`src/rtl/audio_pkg.sv`:
```
// Shared types and defaults for the on-board audio path controller.
// Optional mic level meter is built only when MIC_LEVEL_EN is defined.
package audio_pkg;

   typedef enum logic [1:0] {
      OFF  = 2'd0,
      MUTE = 2'd1,
      PLAY = 2'd2
   } audState_t;

   localparam logic SRC_MIC   = 1'b0;
   localparam logic SRC_TIMER = 1'b1;

   localparam int unsigned CLK_DIV_DEF     = 32;
   localparam int unsigned MUTE_CYCLES_DEF = 1024;
   localparam int unsigned SYNC_STAGES_DEF = 3;

   // A full window of ones (256) does not fit in 8 bits; clamp it.
   function automatic logic [7:0] satLevel(input logic [8:0] ones);
      return ones[8] ? 8'hFF : ones[7:0];
   endfunction

endpackage

```
`src/rtl/pdm_clk_gen.sv`:
```
// PDM microphone clock divider, micData synchronizer and sample strobe.
// The divider free-runs in every controller state.
module pdm_clk_gen
   import audio_pkg::*;
#(
   parameter int unsigned CLK_DIV     = CLK_DIV_DEF,
   parameter int unsigned SYNC_STAGES = SYNC_STAGES_DEF
)(
   input  logic clk_100MHz,
   input  logic sysreset_n,
   input  logic micData,
   output logic micClk,
   output logic pdmBit,
   output logic pdmValid
);

   localparam int unsigned DIV_W = (CLK_DIV > 2) ? $clog2(CLK_DIV) : 1;
   localparam int unsigned HALF  = CLK_DIV / 2;

   logic [DIV_W-1:0]       divCnt;
   logic [SYNC_STAGES-1:0] syncQ;
   logic                   divWrap_c;

   assign divWrap_c = (divCnt == DIV_W'(CLK_DIV - 1));

   // Divider, clock high for the first half of each period.
   always_ff @(posedge clk_100MHz or negedge sysreset_n) begin
      if (!sysreset_n) begin
         divCnt <= '0;
         micClk <= 1'b0;
      end else begin
         divCnt <= divWrap_c ? '0 : divCnt + DIV_W'(1);
         micClk <= (divCnt < DIV_W'(HALF));
      end
   end

   // micData is asynchronous to clk_100MHz; sample only the last stage.
   always_ff @(posedge clk_100MHz or negedge sysreset_n) begin
      if (!sysreset_n) begin
         syncQ    <= '0;
         pdmBit   <= 1'b0;
         pdmValid <= 1'b0;
      end else begin
         syncQ    <= {syncQ[SYNC_STAGES-2:0], micData};
         pdmValid <= divWrap_c;
         if (divWrap_c) begin
            pdmBit <= syncQ[SYNC_STAGES-1];
         end
      end
   end

endmodule

```
`src/rtl/audio_path_ctrl.sv`:
```
// Audio path sequencer: mutes AUD_PWM around amplifier enable and source
// switches. Define MIC_LEVEL_EN to build the mic ones-density meter.
module audio_path_ctrl
   import audio_pkg::*;
#(
   parameter int unsigned CLK_DIV     = CLK_DIV_DEF,
   parameter int unsigned MUTE_CYCLES = MUTE_CYCLES_DEF,
   parameter int unsigned SYNC_STAGES = SYNC_STAGES_DEF
)(
   input  logic       clk_100MHz,
   input  logic       sysreset_n,
   input  logic       micData,
   input  logic       timer_pwm,
   input  logic       enable,
   input  logic       src_sel,
   output logic       micClk,
   output logic       micLRSel,
   output logic       AUD_PWM,
   output logic       AUD_SD,
   output logic       pdm_bit,
   output logic       pdm_valid,
   output logic       active_src,
   output logic       busy,
   output logic [7:0] mic_level
);

   localparam int unsigned MUTE_W = $clog2(MUTE_CYCLES);

   audState_t         state;
   logic [MUTE_W-1:0] muteCnt;
   logic              srcSelQ;
   logic              muteDone_c;
   logic              srcToggle_c;
   logic              playSample_c;

   assign micLRSel = 1'b1;

   pdm_clk_gen #(
      .CLK_DIV     (CLK_DIV),
      .SYNC_STAGES (SYNC_STAGES)
   ) uPdmClkGen (
      .clk_100MHz (clk_100MHz),
      .sysreset_n (sysreset_n),
      .micData    (micData),
      .micClk     (micClk),
      .pdmBit     (pdm_bit),
      .pdmValid   (pdm_valid)
   );

   assign muteDone_c  = (muteCnt == MUTE_W'(MUTE_CYCLES - 1));
   assign srcToggle_c = (src_sel != srcSelQ);

   // Value AUD_PWM takes when (re)entering or staying in PLAY.
   assign playSample_c = (src_sel == SRC_TIMER) ? timer_pwm : pdm_bit;

   // Sequencer; outputs are registered from the state being entered.
   always_ff @(posedge clk_100MHz or negedge sysreset_n) begin
      if (!sysreset_n) begin
         state      <= OFF;
         muteCnt    <= '0;
         srcSelQ    <= 1'b0;
         active_src <= SRC_MIC;
         AUD_PWM    <= 1'b0;
         AUD_SD     <= 1'b0;
         busy       <= 1'b0;
      end else begin
         srcSelQ <= src_sel;
         if (!enable) begin
            state   <= OFF;
            muteCnt <= '0;
            AUD_PWM <= 1'b0;
            AUD_SD  <= 1'b0;
            busy    <= 1'b1;
         end else begin
            case (state)
               OFF: begin
                  state   <= MUTE;
                  muteCnt <= '0;
                  AUD_PWM <= 1'b0;
                  AUD_SD  <= 1'b1;
                  busy    <= 1'b1;
               end
               MUTE: begin
                  AUD_SD <= 1'b1;
                  if (srcToggle_c) begin
                     muteCnt <= '0;
                     AUD_PWM <= 1'b0;
                     busy    <= 1'b1;
                  end else if (muteDone_c) begin
                     state      <= PLAY;
                     active_src <= src_sel;
                     AUD_PWM    <= playSample_c;
                     busy       <= 1'b0;
                  end else begin
                     muteCnt <= muteCnt + MUTE_W'(1);
                     AUD_PWM <= 1'b0;
                     busy    <= 1'b1;
                  end
               end
               PLAY: begin
                  AUD_SD <= 1'b1;
                  if (src_sel != active_src) begin
                     state   <= MUTE;
                     muteCnt <= '0;
                     AUD_PWM <= 1'b0;
                     busy    <= 1'b1;
                  end else begin
                     AUD_PWM <= (active_src == SRC_TIMER) ? timer_pwm : pdm_bit;
                     busy    <= 1'b0;
                  end
               end
               default: begin
                  state   <= OFF;
                  muteCnt <= '0;
                  AUD_PWM <= 1'b0;
                  AUD_SD  <= 1'b0;
                  busy    <= 1'b1;
               end
            endcase
         end
      end
   end

`ifdef MIC_LEVEL_EN
   logic [7:0] sampleCnt;
   logic [8:0] onesCnt;
   logic [7:0] levelQ;

   // Each window starts with the sample that closed the previous one.
   always_ff @(posedge clk_100MHz or negedge sysreset_n) begin
      if (!sysreset_n) begin
         sampleCnt <= '0;
         onesCnt   <= '0;
         levelQ    <= '0;
      end else if (pdm_valid) begin
         sampleCnt <= sampleCnt + 8'd1;
         if (sampleCnt == 8'hFF) begin
            levelQ  <= satLevel(onesCnt);
            onesCnt <= {8'd0, pdm_bit};
         end else begin
            onesCnt <= onesCnt + {8'd0, pdm_bit};
         end
      end
   end

   assign mic_level = levelQ;
`else
   assign mic_level = 8'd0;
`endif

endmodule
```
`config.mk`:
```
export PLATFORM = sky130hd
export DESIGN_NAME = audio_path_ctrl
export DESIGN_NICKNAME = d
export VERILOG_FILES = /design/src/rtl/audio_pkg.sv /design/src/rtl/pdm_clk_gen.sv /design/src/rtl/audio_path_ctrl.sv
export SDC_FILE = /design/constraint.sdc
export NUM_CORES = 1
export LEC_CHECK = 0
export BUFFER_PORTS_ARGS = -buffer_cell sky130_fd_sc_hd__buf_4
export CAP_MARGIN = 40
export CORE_AREA = 2 2 57 59
export CTS_CLUSTER_SIZE = 10
export DETAILED_ROUTE_END_ITERATION = 10
export DIE_AREA = 0 0 59 61
export PLACE_DENSITY = 0.79
export REMOVE_ABC_BUFFERS = 1
export SYNTH_ARGS = -nofsm -noshare
export SYNTH_HDL_FRONTEND = slang
export SYNTH_HIERARCHICAL = 1
export SYNTH_SLANG_ARGS = --single-unit
```
`constraint.sdc`:
```
create_clock -name clk_100MHz -period 1.7 [get_ports clk_100MHz]
set_input_delay 0.085 -clock clk_100MHz [delete_from_list [all_inputs] [get_ports clk_100MHz]]
set_output_delay 0.085 -clock clk_100MHz [all_outputs]
set_load 0.05 [all_outputs]
```
==> results of run 1 <==
-- cells by family (layout without fill, tap and decap cells) --
group                      after synthesis  in the layout  synth area share
and+or+nand+nor                         36             36             0.161
AOI/OAI and AO/OA                       28             28             0.130
DFF                                     28             28             0.489
buffers and inverters                   17             39            0.0689
adders and majority gates                8              8            0.0698
muxes                                    6              6            0.0471
xor gates and xnor gates                 4              4            0.0297
other                                    2              9           0.00524
-- power breakdown --
| part | internal [mW] | leakage [nW] | total (mW) | switching, mW |
|---|---|---|---|---|
| Sequential | 0.682 | 0.362 | 0.691 | 0.00965 |
| Clock | 0.239 | 0.0279 | 0.446 | 0.207 |
| Combinational | 0.0561 | 0.413 | 0.189 | 0.132 |
| Total | 0.977 | 0.803 | 1.33 | 0.349 |
-- area by class of cell --
type | count | area share
Multi-Input combinational cell | 91 | 0.415
Sequential cell | 28 | 0.395
Timing Repair Buffer | 28 | 0.123
Tap cell | 33 | 0.0233
Clock inverter | 1 | 0.0169
Inverter | 7 | 0.0148
Clock buffer | 3 | 0.0127
-- timing repair --
item	4_1_cts	5_1_grt
hold buffers	3	0
endpoints found under the hold margin	30	0
setup buffers	1	1
endpoints found under the setup margin	2	11
pin swaps	2	1
cloned	0	0
resized for setup	3	17
-- critical path: stages, from the launching register on --
cell and delay, ns:
dfrtp_1 0.43, ha_4 0.16, nand4_4 0.10, or3_4 0.43
nor3_4 0.13, mux2_4 0.31
-- per-layer routing --
layer  share of wire  wire (um)
met5               0          0
met1            0.40       1180
met3           0.048        142
met4           0.013         39
met2            0.54       1570
-- metrics by stage --
| step | setup TNS, ns | total power [mW] | setup slack [ns] | hold WS [ns] |
|---|---|---|---|---|
| 4_1_cts | 0 | 1.31 | 0.0113 | 0.0243 |
| 2_1_floorplan | -0.0601 | 0.813 | -0.0601 | -0.211 |
| 3_5_place_dp | -0.00750 | 0.867 | -0.00750 | 0.0233 |
| 5_1_grt | -0.0603 | 1.38 | -0.0226 | 0.0360 |
| 6_report | 0 | 1.33 | 0.0389 | 0.0381 |
| 3_3_place_gp | 0 | 0.861 | 0.0505 | 0.0174 |
-- registers in the layout, indices dropped and copies added (netlist names) --
name,count
uPdmClkGen/syncQ,3
busy,1
uPdmClkGen/pdmValid,1
srcSelQ,1
uPdmClkGen/divCnt,5
state,2
active_src,1
uPdmClkGen/pdmBit,1
uPdmClkGen/micClk,1
AUD_PWM,1
AUD_SD,1
muteCnt,10
-- worst max-delay path by stage --
stage               depth (start not counted)    endpoint  startpoint
finish                                      5  active_src  muteCnt[1]
global route                                5  active_src  muteCnt[0]
CTS                                         6  muteCnt[7]    state[1]
detailed placement                          5  active_src  muteCnt[1]
global placement                            5  active_src  muteCnt[0]
floorplan                                   5  active_src  muteCnt[0]
-- cells in the final DEF (no fill, tap or decap), types with 2 or more instances in the layout --
cell type	Yosys	final
o31ai_2	0	2
o311ai_2	0	2
mux2i_1	3	3
nor2_1	8	7
nand3_1	6	5
inv_1	7	7
dfrtp_1	28	28
conb_1	2	9
o21ai_0	2	2
o311ai_1	0	2
nand2_2	0	2
clkbuf_4	0	3
buf_4	9	25
xnor2_1	2	2
o21ai_1	3	3
nor2b_1	3	3
nand2_1	5	3
ha_2	0	2
nor3_1	3	2
dlygate4sd3_1	0	3
a21oi_1	6	6
mux2_4	1	2
nand3_2	1	2
a31oi_1	3	3
ha_1	8	5
==> flow_metrics.env, run 1 <==
export IMPL_n_fill_cell=233
export IMPL_multi_input_area_um2=737
export IMPL_core_area_mm2=0.00295
export IMPL_postRouteAntennaNets=0
export IMPL_reg2reg_from="muteCnt[1]"
export IMPL_fin_cells=191
export IMPL_max_cap_violations=0
export IMPL_numCtsBuffers=3
export IMPL_drive_above_1_share=0.329
export IMPL_cts_sinks=28
export IMPL_num_rows=20
export IMPL_routabilityCongestion=0.860
export IMPL_syn_to_final_growth_pct=23.8
export IMPL_initial_core_util=0.486
export IMPL_crit_type="reg -> reg"
export IMPL_globalRouteMet2Util=0.324
export IMPL_fmax_mhz=602
export IMPL_avgSynthCellArea_um2=11.1
export IMPL_design_area_mm2=0.00178
export IMPL_grt_overflow=0
export IMPL_rrSetupSlack_ns=0.04
export IMPL_synthFlopType="dfrtp_1"
export IMPL_dp_cells=182
export IMPL_synth_area_top_cells="dfrtp_1 (49%), ha_1 (7.0%), buf_4 (4.7%)"
export IMPL_worstReg2RegEnd="active_src"
export IMPL_viasPerCell=5.80
export IMPL_grt_max_degree=29
export IMPL_synth_top_cell_area_share=0.489
export IMPL_end_kind="register"
export IMPL_io_buffers=12
export IMPL_die_area_mm2=0.00360
export IMPL_ys_seq_area_frac=0.489
export IMPL_maxSlewViolCount=0
export IMPL_h_tree_depth=1
export IMPL_placed_area_mm2=0.00160
export IMPL_regArea_um2=701
export IMPL_cts_tree="done"
export IMPL_met3_usage=0.0490
export IMPL_n_antenna_cell=0
export IMPL_crit_fanout=2
export IMPL_min_path_type="in -> reg"
export IMPL_drt_iter0_markers=52
export IMPL_power_leakage_nw=0.803
export IMPL_grt_first_pass_wirelength_um=4760
export IMPL_top_usage_layer="met2"
export IMPL_worst_hold_path_num_cells=2
export IMPL_synthTopCellsByCount="dfrtp_1 (28), buf_4 (9), ha_1 (8), nor2_1 (8), inv_1 (7)"
export IMPL_wl_um=2930
export IMPL_status="complete, no violations"
export IMPL_synth_top_cell_by_area="dfrtp_1"
export IMPL_wire_per_inst_um=15.4
export IMPL_crit_required_ns=1.95
export IMPL_r2r_cells=5
export IMPL_ios=22
export IMPL_drc=0
export IMPL_nets=173
export IMPL_grt_setup_unrepaired="yes"
export IMPL_final_util=0.601
export IMPL_ctsRootBufferMaster="clkbuf_4"
export IMPL_die_h_um=61
export IMPL_skew_ns=0.0140
export IMPL_ys_types=41
export IMPL_antenna_found_initial=0
export IMPL_hp_start="enable"
export IMPL_via_count=1107
export IMPL_syn_inst=129
export IMPL_die_width_um=59
export IMPL_pwr_density_cell_mw_per_mm2=747
export IMPL_grt_pass1_vias=1102
export IMPL_met1_usage=0.209
export IMPL_period_minus_slack_ns=1.66
export IMPL_cts_max_path_buffers=2
export IMPL_synth_edf_count=0
export IMPL_path_clk_slew_ns=0.16
export IMPL_worst_ir_drop_vdd_mv=0.597
export IMPL_ys_warn_count=6
export IMPL_ys_ff_latch=28
export IMPL_ys_async_sr_fraction=1.00
export IMPL_syn_area_mm2=0.00143
export IMPL_hold_viol=0
export IMPL_holdPathEnd="AUD_SD"
export IMPL_hpwl_um=2130
export IMPL_grt_usage=0.177
export IMPL_arrival_ns=1.91
export IMPL_cp_start_kind="register"
export IMPL_setup_violations=0
export IMPL_synthMostInstantiatedCell="dfrtp_1"
export IMPL_fin_crit_sh=0.977
export IMPL_firstDrtPassIters=4
export IMPL_clk_latency_ns=0.34
Note: power is estimated with default switching activity, not from simulation.
==> inputs of run 2 (changes only) <==
==> constraint.sdc (replaced) <==
create_clock -name clk_100MHz -period 1.4 [get_ports clk_100MHz]
set_input_delay 0.07 -clock clk_100MHz [delete_from_list [all_inputs] [get_ports clk_100MHz]]
set_output_delay 0.07 -clock clk_100MHz [all_outputs]
set_load 0.05 [all_outputs]
==> run 2 against run 1 <==
  * The flow now finishes with violations (setup timing)
  * Worst setup slack got worse by 0.23 ns
  * Final cell count is 20% higher
  * Register-to-register slack worse by 0.23 ns
  * Non-clock buffer count increased by 38
  * Sequential power rose by 22%
==> flow_metrics.env, run 2 (synthesis results as in run 1) <==
export IMPL_status="finished, violations left"
export IMPL_failed_checks="setup timing"
export IMPL_hp_start="timer_pwm"
export IMPL_dp_cells=206
export IMPL_grt_pass1_vias=1232
export IMPL_routabilityCongestion=0.856
export IMPL_die_h_um=61
export IMPL_power_leakage_nw=1.05
export IMPL_drc=0
export IMPL_hpwl_um=2230
export IMPL_die_area_mm2=0.00360
export IMPL_max_cap_violations=0
export IMPL_final_common_cell="buf_4"
export IMPL_nets=211
export IMPL_wl_um=4360
export IMPL_skew_ns=0.0118
export IMPL_p_comb_frac=0.195
export IMPL_wire_per_inst_um=19.0
export IMPL_p_total_mw=1.74
export IMPL_ios=22
export IMPL_clk_latency_ns=0.37
export IMPL_end_kind="register"
export IMPL_worstReg2RegEnd="muteCnt[7]"
export IMPL_antenna_found_initial=0
export IMPL_top_regs="muteCnt (10), uPdmClkGen/divCnt (5), uPdmClkGen/syncQ (3)"
export IMPL_maxSlewViolCount=0
export IMPL_crit_fanout=3
export IMPL_via_count=1327
export IMPL_design_area_mm2=0.00234
export IMPL_num_rows=20
export IMPL_crit_required_ns=1.67
export IMPL_drive_above_1_share=0.587
export IMPL_grt_max_degree=29
export IMPL_seqPwrFrac=0.484
export IMPL_n_fill_cell=174
export IMPL_cp_start_kind="register"
export IMPL_hold_viol=0
export IMPL_rrSetupSlack_ns=-0.19
export IMPL_firstDrtPassIters=4
export IMPL_setup_violations=15
export IMPL_numCtsBuffers=3
export IMPL_h_tree_depth=1
export IMPL_arrival_ns=1.85
export IMPL_worst_ir_drop_vdd_mv=0.639
export IMPL_cts_max_path_buffers=2
export IMPL_grt_setup_unrepaired="yes"
export IMPL_worst_hold_path_num_cells=3
export IMPL_drt_iter0_markers=76
export IMPL_fin_crit_sh=1.14
export IMPL_holdPathEnd="AUD_PWM"
export IMPL_reg2reg_from="muteCnt[0]"
export IMPL_syn_to_final_growth_pct=63.1
export IMPL_grt_first_pass_wirelength_um=5760
export IMPL_p_int_mw=1.25
export IMPL_r2r_cells=6
export IMPL_fin_cells=229
export IMPL_grt_usage=0.219
export IMPL_pwr_density_cell_mw_per_mm2=743
export IMPL_crit_type="reg -> reg"
export IMPL_initial_core_util=0.486
export IMPL_core_area_mm2=0.00295
export IMPL_die_width_um=59
export IMPL_p_sw_frac=0.283
export IMPL_regMostFlops="muteCnt"
export IMPL_pwr_share_clk=0.321
export IMPL_fin_setup_tns_ns=-1.97
export IMPL_postRouteAntennaNets=0
export IMPL_grt_overflow=0
export IMPL_fmax_mhz=629
export IMPL_setup_ws_ns=-0.190
export IMPL_layout_common_cells="buf_4 (56), dfrtp_1 (26), conb_1 (9), buf_6 (6), inv_1 (5)"
export IMPL_path_clk_slew_ns=0.16
export IMPL_largest_reg_flops=10
export IMPL_p_sw_mw=0.492
export IMPL_final_util=0.792
export IMPL_cts_tree="done"
export IMPL_startpoint="muteCnt[0]"
export IMPL_min_path_type="in -> reg"
export IMPL_period_minus_slack_ns=1.59
export IMPL_io_buffers=12
export IMPL_n_antenna_cell=0
export IMPL_viasPerCell=5.79
export IMPL_ctsRootBufferMaster="clkbuf_4"
export IMPL_placed_area_mm2=0.00178
export IMPL_cts_sinks=28
[run 2: cell types whose count changed in the layout (fill, tap and decap cells not counted), moves of 3 or more]
cell / delta
a31oi_1: -3
buf_4: +31
buf_6: +6
ha_4: +3
nor2_1: -3
nor2_4: +3
[run 2: worst max-delay path: stages (launching register included)]
cell,delay [ns]
dfrtp_1,0.43
buf_4,0.15
and3_4,0.20
nand4_1,0.17
buf_4,0.20
o311ai_2,0.24
o31ai_2,0.10
[run 2: stage by stage]
step,setup slack [ns],hold slack [ns]
floorplan,-0.360,-0.226
global placement,-0.276,0.00265
detailed placement,-0.363,0.00805
CTS,-0.187,0.0340
global route,-0.251,0.00555
finish,-0.190,0.0211
[run 2: cell type report]
type	instances	area, um^2	share of cell area
well taps	33	41.3	0.0177
clock buffers	3	22.5	0.00963
inverters	7	26.3	0.0112
flip-flops and latches	28	703	0.301
repair buffers	66	533	0.228
clock inverters	1	30.0	0.0128
multi-input cells	91	982	0.420
[run 2: what timing repair did]
| action | 4_1_cts | 5_1_grt |
|---|---|---|
| hold buffers | 3 | 0 |
| resized for setup | 30 | 43 |
| endpoints found under the setup margin | 18 | 18 |
| endpoints found under the hold margin | 30 | 0 |
| pin swaps | 9 | 16 |
| buffers inserted | 8 | 10 |
| cloned | 0 | 0 |
[run 2: worst max path at each step]
stage | cells past startpoint | slack (ns) | to
4_1_cts | 5 | -0.19 | active_src
3_3_place_gp | 5 | -0.28 | active_src
3_5_place_dp | 5 | -0.36 | active_src
6_report | 6 | -0.19 | muteCnt[7]
2_1_floorplan | 5 | -0.36 | active_src
5_1_grt | 6 | -0.25 | muteCnt[7]
[run 2: power by group through the flow]
stage	clock, mW	combinational [mW]	sequential, mW
3_5_place_dp	0	0.221	0.854
4_1_cts	0.541	0.269	0.840
6_report	0.558	0.338	0.842
3_3_place_gp	0	0.214	0.853
2_1_floorplan	0	0.114	0.874
5_1_grt	0.594	0.360	0.844
[run 2: layer usage]
metal / vias up / GRT usage / share of wire
li1: 587 / - / -
met1: 661 / 0.250 / 0.36
met2: 62 / 0.390 / 0.55
met3: 17 / 0.0597 / 0.055
met4: 0 / 0.0877 / 0.033
met5: - / 0 / 0
==> inputs of run 3 (changes only) <==
--- a/config.mk
+++ b/config.mk
@@ -5,13 +5,15 @@
 export SDC_FILE = /design/constraint.sdc
 export NUM_CORES = 1
 export LEC_CHECK = 0
+export ABC_AREA = 1
 export BUFFER_PORTS_ARGS = -buffer_cell sky130_fd_sc_hd__buf_4
-export CAP_MARGIN = 40
-export CORE_AREA = 2 2 57 59
+export CELL_PAD_IN_SITES_DETAIL_PLACEMENT = 1
+export CELL_PAD_IN_SITES_GLOBAL_PLACEMENT = 2
+export CORE_AREA = 2 2 76 78
 export CTS_CLUSTER_SIZE = 10
 export DETAILED_ROUTE_END_ITERATION = 10
-export DIE_AREA = 0 0 59 61
-export PLACE_DENSITY = 0.79
+export DIE_AREA = 0 0 78 80
+export PLACE_DENSITY = 0.78
 export REMOVE_ABC_BUFFERS = 1
 export SYNTH_ARGS = -nofsm -noshare
 export SYNTH_HDL_FRONTEND = slang
==> run 3 against run 2 <==
  * The run still ends with setup timing left
  * Fmax grew 6.2%
  * Sequential power shrank 0.6%
  * First-iteration DRC count shrank 41%
  * Worst setup slack gained 0.093 ns
  * Non-clock buffer count shrank 29
  * Total power grew 0.46%
  * Synthesized cell count grew 43%
  * Count of clock-buffer cells in the layout is the same
  * Register-to-register slack gained 0.09 ns
  * Largest cell class unchanged
==> flow_metrics.env, run 3 <==
export IMPL_status="finished, violations left"
export IMPL_failed_checks="setup timing"
export IMPL_avgSynthCellArea_um2=8.45
export IMPL_power_leakage_nw=1.09
export IMPL_startpoint="muteCnt[0]"
export IMPL_grt_pass1_vias=1248
export IMPL_path_common_cell="nor2_4"
export IMPL_pwr_density_cell_mw_per_mm2=855
export IMPL_die_area_mm2=0.00624
export IMPL_endpoint="muteCnt[6]"
export IMPL_fin_crit_sh=1.07
export IMPL_met3_usage=0.0283
export IMPL_cp_cell_sequence="ha_2 -> nand2_2 -> nor2_4 -> buf_4 -> nand3_4 -> nor2_4 -> nor2_2 -> nand3_1 -> nand2_1"
export IMPL_rrSetupSlack_ns=-0.1
export IMPL_worst_path_max_delay_cell="dfrtp_1"
export IMPL_core_area_mm2=0.00541
export IMPL_final_common_cell="nand2_1"
export IMPL_p_sw_frac=0.264
export IMPL_synthMostInstantiatedCell="nand2_1"
export IMPL_globalRouteMet2Util=0.222
export IMPL_via_count=1239
export IMPL_fmax_mhz=668
export IMPL_synth_area_top_cells="dfrtp_1 (45%), nand2_1 (12%), ha_1 (6.4%)"
export IMPL_worstReg2RegEnd="muteCnt[6]"
export IMPL_synth_top_cell_by_area="dfrtp_1"
export IMPL_cts_max_path_buffers=2
export IMPL_crit_type="reg -> reg"
export IMPL_synthTopCellsByCount="nand2_1 (51), dfrtp_1 (28), inv_1 (21)"
export IMPL_seqPwrFrac=0.479
export IMPL_setup_ws_ns=-0.0962
export IMPL_postRouteAntennaNets=0
export IMPL_drt_iter0_markers=45
export IMPL_hpwl_um=2590
export IMPL_skew_ns=0.00327
export IMPL_top_usage_layer="met2"
export IMPL_p_total_mw=1.75
export IMPL_grt_usage=0.123
export IMPL_num_rows=27
export IMPL_min_path_type="in -> reg"
export IMPL_crit_required_ns=1.58
export IMPL_path_clk_slew_ns=0.10
export IMPL_crit_buf_inv=1
export IMPL_r2r_cells=9
export IMPL_crit_fanout=5
export IMPL_clk_latency_ns=0.28
export IMPL_regArea_um2=701
export IMPL_p_comb_frac=0.147
export IMPL_ys_ff_latch=28
export IMPL_h_tree_depth=1
export IMPL_numCtsBuffers=3
export IMPL_period_minus_slack_ns=1.50
export IMPL_viasPerCell=4.19
export IMPL_top_regs="muteCnt (10), uPdmClkGen/divCnt (5), uPdmClkGen/syncQ (3)"
export IMPL_ys_async_sr_fraction=1.00
export IMPL_ios=22
export IMPL_met1_usage=0.146
export IMPL_syn_inst=185
export IMPL_end_kind="register"
export IMPL_worst_ir_drop_vdd_mv=0.546
export IMPL_path_delay_family="simple AND/OR/NAND/NOR gates"
export IMPL_syn_to_final_growth_pct=30.7
export IMPL_grt_overflow=0
export IMPL_syn_area_mm2=0.00156
export IMPL_hold_viol=0
export IMPL_ys_warn_count=6
export IMPL_p_int_mw=1.28
export IMPL_firstDrtPassIters=4
export IMPL_initial_core_util=0.289
export IMPL_grt_max_degree=29
export IMPL_grt_setup_unrepaired="yes"
export IMPL_io_buffers=12
export IMPL_setup_violations=13
export IMPL_cts_tree="done"
export IMPL_antenna_found_initial=0
export IMPL_die_h_um=80
export IMPL_cts_sinks=28
export IMPL_nets=239
export IMPL_multi_input_area_um2=785
export IMPL_regMostFlops="muteCnt"
export IMPL_n_antenna_cell=0
export IMPL_reg2reg_from="muteCnt[0]"
export IMPL_die_width_um=78
export IMPL_wl_um=3490
export IMPL_crit_path_max_incr_delay_ns=0.37
export IMPL_wire_per_inst_um=11.8
export IMPL_p_sw_mw=0.461
export IMPL_fin_cells=296
export IMPL_dp_slack_ns=-0.118
export IMPL_maxSlewViolCount=0
export IMPL_largest_reg_flops=10
export IMPL_synth_top_cell_area_share=0.448
export IMPL_cp_start_kind="register"
export IMPL_synthFlopType="dfrtp_1"
export IMPL_grt_first_pass_wirelength_um=5950
export IMPL_drive_above_1_share=0.313
export IMPL_ys_types=28
export IMPL_arrival_ns=1.68
export IMPL_max_cap_violations=0
export IMPL_ys_seq_area_frac=0.448
export IMPL_layout_common_cells="nand2_1 (47), buf_4 (33), dfrtp_1 (28), inv_1 (21), nor2_1 (12)"
export IMPL_synth_edf_count=0
export IMPL_n_fill_cell=663
export IMPL_pwr_share_clk=0.374
export IMPL_critical_path_depth=9
export IMPL_ctsRootBufferMaster="clkbuf_8"
export IMPL_dp_cells=280
export IMPL_routabilityCongestion=0.718
export IMPL_drc=0
## run 3: cell types whose count changed in the layout (fill, tap and decap cells not counted), sizes merged, moves of 4 or more
cell,before,now
buf,63,34
nand2,5,56
nor2,8,17
nand3,7,16
inv,7,26
o311ai,4,0
## run 3: tightest hold or removal path, stage by stage
cell and delay, ns:
buf_4 0.14, inv_2 0.07, nor2_1 0.05
## run 3: power by group through the flow
| stage | registers [mW] | clock network (mW) | logic (mW) |
|---|---|---|---|
| after CTS | 0.837 | 0.685 | 0.244 |
| after global routing | 0.840 | 0.716 | 0.283 |
| after global placement | 0.854 | 0 | 0.220 |
| after floorplan | 0.873 | 0 | 0.124 |
| after detailed placement | 0.854 | 0 | 0.223 |
| final | 0.837 | 0.653 | 0.256 |
## run 3: worst min-delay path by stage
stage,depth (start not counted),startpoint,slack [ns],end
6_report,3,enable,0.09,AUD_SD
5_1_grt,3,enable,0.09,AUD_SD
4_1_cts,3,enable,0.08,AUD_SD
3_5_place_dp,1,sysreset_n,0.02,muteCnt[8]
3_3_place_gp,1,sysreset_n,0.02,muteCnt[4]
2_1_floorplan,0,sysreset_n,-0.23,AUD_PWM
## run 3: area by class of cell
class	count	share of cell area
sequential	28	0.343
clock buffer	3	0.0202
clock inverter	1	0.0147
tap	72	0.0441
timing repair buffer	37	0.142
inverter	27	0.0521
multi-input combinational	128	0.384
## run 3: through the flow
stage	TNS (ns)	hold slack (ns)	util	cell area, um^2
floorplan	-0.0358	-0.226	-	1520
global placement	-0.393	0.0240	0.333	1800
detailed placement	-0.822	0.0242	0.333	1800
CTS	-0.880	0.0770	0.363	1960
global route	-2.67	0.0909	0.378	2040
finish	-0.857	0.0862	0.378	2040
## run 3: kinds of logic after synthesis
group / after synthesis / share of synthesized area
AOI/OAI and AO/OA: 12 / 0.0424
xor gates and xnor gates: 4 / 0.0272
adders and majority gates: 8 / 0.0641
buffers and inverters: 36 / 0.109
DFF: 28 / 0.448
other: 2 / 0.00481
and+or+nand+nor: 95 / 0.304
## run 3: repair_timing
| action | in CTS | in global routing |
|---|---|---|
| resized for setup | 7 | 9 |
| hold buffers | 3 | 0 |
| endpoints found under the setup margin | 13 | 15 |
| buffers inserted | 5 | 4 |
| pin swaps | 3 | 4 |
| hold endpoints to repair | 30 | 0 |
## run 3: routing by layer
layer / part of all wire / wire (um) / vias up
met5: 0 / 0 / -
met4: 0.010 / 35 / 0
met3: 0.029 / 100 / 4
met2: 0.52 / 1810 / 13
met1: 0.44 / 1540 / 588
li1: - / - / 634
